**src/rtl/timer_down_modn.sv**
```systemverilog
// timer_down_modn: programmable down-counting interval timer with one-shot/periodic terminal tick
// Ports: i_clk clock, i_rst_n async active-low reset, i_en count enable,
//   i_start/i_stop start (latches i_period, i_mode) and abort requests,
//   o_count remaining count, o_tick one-cycle terminal pulse,
//   o_busy high in RUN, o_done high after a one-shot completes.
module timer_down_modn #(
  parameter int WIDTH = 16
) (
  input  logic             i_clk,
  input  logic             i_rst_n,
  input  logic             i_en,
  input  logic             i_start,
  input  logic             i_stop,
  input  logic             i_mode,
  input  logic [WIDTH-1:0] i_period,
  output logic [WIDTH-1:0] o_count,
  output logic             o_tick,
  output logic             o_busy,
  output logic             o_done
);
  typedef enum logic [1:0] {IDLE, RUN, DONE} state_t;
  state_t           r_state;
  logic [WIDTH-1:0] r_count;
  logic [WIDTH-1:0] r_period;
  logic             r_mode;
  logic             r_tick;
  logic             r_busy;
  logic             r_done;
  logic             w_go;
  assign w_go = i_start && (i_period != '0);
  always_ff @(posedge i_clk or negedge i_rst_n) begin
    if (!i_rst_n) begin
      r_state  <= IDLE;
      r_count  <= '0;
      r_period <= '0;
      r_mode   <= 1'b0;
      r_tick   <= 1'b0;
      r_busy   <= 1'b0;
      r_done   <= 1'b0;
    end else begin
      r_tick <= 1'b0;
      if (i_stop) begin
        r_state <= IDLE;
        r_count <= '0;
        r_busy  <= 1'b0;
        r_done  <= 1'b0;
      end else if (w_go) begin
        r_state  <= RUN;
        r_period <= i_period;
        r_mode   <= i_mode;
        r_count  <= i_period - WIDTH'(1);
        r_busy   <= 1'b1;
        r_done   <= 1'b0;
      end else if (r_state == RUN && i_en) begin
        if (r_count != '0) begin
          r_count <= r_count - WIDTH'(1);
        end else begin
          // terminal count: reload from the latched period or retire to DONE
          r_tick <= 1'b1;
          if (r_mode) begin
            r_count <= r_period - WIDTH'(1);
          end else begin
            r_state <= DONE;
            r_busy  <= 1'b0;
            r_done  <= 1'b1;
          end
        end
      end
    end
  end
  assign o_count = r_count;
  assign o_tick  = r_tick;
  assign o_busy  = r_busy;
  assign o_done  = r_done;
endmodule

```
**config.mk**
```make
export PLATFORM = sky130hd
export DESIGN_NAME = timer_down_modn
export DESIGN_NICKNAME = d
export VERILOG_FILES = /design/src/rtl/timer_down_modn.sv
export SDC_FILE = /design/constraint.sdc
export NUM_CORES = 1
export LEC_CHECK = 0
export CORE_MARGIN = 3
export CORE_UTILIZATION = 30
export DETAILED_ROUTE_END_ITERATION = 6
export PLACE_DENSITY_LB_ADDON = 0.12
export SLEW_MARGIN = 40
export SYNTH_ARGS = -nofsm -noshare
export SYNTH_HDL_FRONTEND = slang
export SYNTH_SLANG_ARGS = --single-unit
export TNS_END_PERCENT = 1
```
**constraint.sdc**
```tcl
create_clock -name i_clk -period 7.55 [get_ports i_clk]
set_clock_uncertainty 0.05 [all_clocks]
set_input_delay 1.51 -clock i_clk [delete_from_list [all_inputs] [get_ports i_clk]]
set_output_delay 1.51 -clock i_clk [all_outputs]
set_load 0.1 [all_outputs]
```
# == Word-level counts from Yosys, hierarchy flattened ==
# Index checks and enable logic that the tools add are counted.
# totals
ff_bits,38
input_bits,22
output_inout_bits,19
wordCells,47
# op_classes
add_sub_neg,3
n_eq_ne,3
n_mux,24
n_bitwise,1
n_reduce_logical,9
# ops
operator,n
16-bit 2-to-1 mux,5
16-bit by 1-bit subtractor with 16-bit output (second input constant),3
16-bit nonzero test,2
1-bit 2-to-1 mux,14
2-bit 2-to-1 mux,5
2-bit AND reduction,2
4-bit nonzero test,1
3-bit by 2-bit != test with 1-bit output (second input constant),1
3-bit != test (second input constant),1
3-bit AND reduction,1
3-bit nonzero test,1
2-bit by 1-bit == test with 1-bit output (second input constant),1
1-bit logical AND,2
1-bit NOT,1

# == Longest topological paths before layout ==
# depth
word_depth,6
mapped_depth,14
depth_no_buf,13

# == Least setup slack after synthesis ==
# Ideal clock, no wire load.
# synth_timing
path_kind,input to register
startpoint,in i_period[1]
endpoint,reg r_count[14] (netlist: o_count[14])
setup_time_ps,124
t_arrival_ps,4540
required_time_ps,7376
slack_ps,2836
cell_stages,13
n_path_buf,2
path_cell_list,or3_4 > or3_4 > o31a_1 > buf_2 > clkbuf_1 > a21oi_1 > ha_1 > nand2_1 > a311oi_1 > mux2i_1 > nor3_1 > a2111oi_1 > a211o_1
# synth_via
elab_chain_cells,4
# synth_lines
item,line_no,source
"start, declared",15,"input logic [WIDTH-1:0] i_period,"
branches (longest 4 deep; another with 16-bit by 1-bit subtractor with 16-bit output),--,
"end signal, assigned",51,r_count <= i_period - WIDTH'(1);
"end signal, assigned",56,r_count <= r_count - WIDTH'(1);
"end signal, assigned",61,r_count <= r_period - WIDTH'(1);
"end, declared",23,logic [WIDTH-1:0] r_count;
# Parallel ways; which one is timed is not known.
# A chain may end at the register's enable or synchronous reset.

# == Worst setup path after layout ==
# Ends and elaborated chain as after synthesis.

==> results by group <==
Logic synthesis
  • Register area share after synthesis: 0.397
  • Synth warn: 0
  • Top post-synthesis cells by area: dfrtp_1, mux2_2, xor2_1
  • Syn_nets: 253
  • Syn Area/Cell: 9.87 um^2
  • Post-Syn Instances: 230
  • Synthesized area: 0.00227 mm^2
  • Top cell type by total area after synthesis: dfrtp_1
  • Synthesized flop and latch total: 36
  • Top cell type's share of synthesized area: 0.397
  • Synth unique cells: 47

Hold path
  • Worst hold-check path type: register to register
  • Hold_sp: o_done

Floorplanning
  • Core ar.: 0.00729 mm^2
  • Starting density of the core: 0.311
  • Row count: 31
  • Chip height: 93.0 um
  • IO Pins: 41
  • Die ar.: 0.00865 mm^2
  • Chip Width: 93.0 um

STA
  • # setup viols final: 0
  • Setup TNS: 0 ns
  • RSZ-0062 raised after global routing: no
  • Final hold vios: 0
  • Measured slew at the worst slew-check pin: 0.805 ns
  • Max transition margin: 0.463
  • Fin crit share: 0.648
  • Tmin final: 4.90 ns
  • Hold WS: 0.462 ns
  • Highest clock rate: 204 MHz
  • Max Slew Vio Count: 0

Drt
  • DRC Markers: 0
  • Vias per cell: 5.45
  • DR WL/cell: 18.3 um
  • Routed Wire Length: 6.81 mm
  • Routed Antenna Nets: 0
  • Via count: 2026
  • 1st-iter DRT viols: 86
  • Initial DRT Pass Iterations: 4

CTS
  • Clk sinks: 36
  • Htree depth: 2
  • Clock Latency Late Sink: 0.29 ns
  • CTS tree: yes
  • Clk buf depth: 2
  • Hold buffer count at CTS: 0
  • CTS Buf Count: 5
  • Gates resized, CTS repair: 0
  • Root buffer cell: clkbuf_8
  • CTS clk-pin slew, worst paths: 0.07 ns
  • Setup repair bufs after CTS: 0

Power and ir drop
  • Net switching power: 0.267 mW
  • Clock share of power: 0.233
  • Net Sw Frac: 0.422
  • Static Leak: 1.19 nW
  • Combinational power share: 0.378
  • Pwr/cell area: 228 mW/mm^2
  • Cell-internal power: 0.365 mW
  • Total chip power: 0.632 mW
  • Peak supply drop: 93.7 uV
  • Seq pwr share: 0.389

Placed design
  • RePlAce Congestion: 0.851
  • Port Buffer Count: 40
  • Placed Instances: 363
  • Dpl hpwl: 4.79 mm

Finish
  • Final antenna diode count: 0
  • Final cell count without fillers: 372
  • Proportion of layout cells with a drive suffix above 1: 0.220
  • Area Growth Syn to Fin: 21.9%
  • Net count, final: 295

Critical path
  • RR Startpoint: o_count[3]
  • Arrival @ worst endpoint: 5.07 ns
  • CP Launch Type: primary input
  • Worst Path Class, Setup: primary input to register
  • Crit. Startpoint: i_period[1]
  • Endpoint class of the critical path: register
  • Max FO, Critical Path: 19
  • Worst EP required: 7.72 ns

GRT
  • Global route overflow: 0
  • First-pass GRT wire length: 11.3 mm
  • Initial antenna violation count: 0
  • Largest net degree at the start of global routing: 37
  • All-Layer GR Usage: 0.167
  • Vias in the first global route: 2051

Run
  • MaxCap Viol Count: 0

Outcome
  • Status: complete, no violations
layout make-up:
cell class              instances  area [um^2]
well taps                      99          124
inverters                       6         22.5
fillers                       777         4520
clock buffers                   8         90.1
repair buffers                 44          333
flip-flops and latches         36          901
multi-input cells             179         1300
worst max-delay path, stage by stage:
cell and delay, ns:
clkdlybuf4s50_1 0.44, or3_4 0.41, or3_4 0.37, o31a_1 0.33
buf_4 0.23, nor2_1 0.15, a21oi_1 0.05, ha_1 0.26
nand2_1 0.12, nor2_1 0.05, mux2i_1 0.42, nor3_1 0.16
a2111oi_1 0.42, a211o_1 0.15
flip-flops by register name, summed over array words and instances, names as in the netlist:
signal,flops
o_count,16
r_period,16
o_done,1
o_tick,1
r_mode,1
r_state,1
logic make-up after synthesis:
logic type | after synthesis | share of synthesized area
compound gates | 65 | 0.205
xor+xnor | 12 | 0.0463
fa+ha+maj | 1 | 0.00551
buf+inv | 15 | 0.0325
flops | 36 | 0.397
mux | 25 | 0.119
simple gates | 76 | 0.195
synth_stat cells (all sizes together):
cell / instances
dfrtp: 36
nand2: 20
mux2: 16
a21oi: 14
nor2: 14
nor3: 14
o21ai: 11
xor2: 11
a31oi: 10
mux2i: 9
or3: 9
a22o: 8
inv: 6
clkbuf: 5
nor4: 5
o31ai: 5
buf: 4
a2111oi: 3
o211ai: 3
a211o: 2
a31o: 2
and3: 2
nand2b: 2
nor3b: 2
o21a: 2
a21o: 1
a311oi: 1
a32oi: 1
a41o: 1
and2: 1
and3b: 1
and4: 1
ha: 1
nand3b: 1
nand4: 1
nand4b: 1
nor4b: 1
o31a: 1
or4: 1
xnor2: 1
per-stage QoR:
step | worst slack (ns) | utilization | instance area, um^2
3_3_place_gp | 2.53 | 0.379 | 2760
4_1_cts | 2.70 | 0.378 | 2760
2_1_floorplan | 2.84 | - | 2270
3_5_place_dp | 2.43 | 0.366 | 2670
6_report | 2.65 | 0.380 | 2770
5_1_grt | 2.47 | 0.380 | 2770
power by group through the flow:
stage               registers [mW]  logic, mW  clock network, mW
floorplan                    0.319      0.106                  0
global placement             0.250      0.248                  0
detailed placement           0.250      0.238                  0
CTS                          0.246      0.239              0.154
global route                 0.250      0.257              0.163
finish                       0.246      0.239              0.147
layout by cell type (no fill, tap or decap), types with 2 or more instances in the layout:
cell type,Yosys,layout
nor4_1,5,5
and3_1,2,2
a211o_1,2,2
o31ai_1,4,4
o211ai_1,3,3
clkdlybuf4s50_1,0,20
a21oi_1,14,14
buf_2,2,19
a2111oi_2,2,2
a31o_2,2,2
dfrtp_1,36,36
mux2_2,16,16
o21ai_0,11,11
nor3_2,2,2
clkbuf_1,5,2
buf_4,0,5
nand2_1,20,20
or3_1,7,7
mux2i_1,9,9
or3_4,2,2
nor2_1,14,13
nand2b_1,2,2
clkbuf_8,0,6
a31oi_1,10,10
inv_1,6,6
xor2_1,11,11
a22o_1,8,8
nor3_1,11,11
o21a_1,2,2
worst paths after layout:
| path | cells past startpoint | slack, ns | end |
|---|---|---|---|
| setup / recovery | 14 | 2.65 | o_count[14] |
| hold / removal | 1 | 0.46 | o_done |
| setup reg to reg | 13 | 3.61 | o_count[14] |
| min in group asynchronous | 1 | 1.13 | r_period[4] |
| hold reg to reg | 1 | 0.46 | o_done |
| max in group asynchronous | 1 | 5.98 | r_period[15] |
per-layer routing:
| metal | track usage | wire length [um] |
|---|---|---|
| met5 | 0 | 0 |
| met4 | 0.0464 | 91 |
| met3 | 0.0386 | 328 |
| met2 | 0.264 | 3220 |
| met1 | 0.228 | 3170 |
Note: power is estimated with default switching activity, not from simulation.
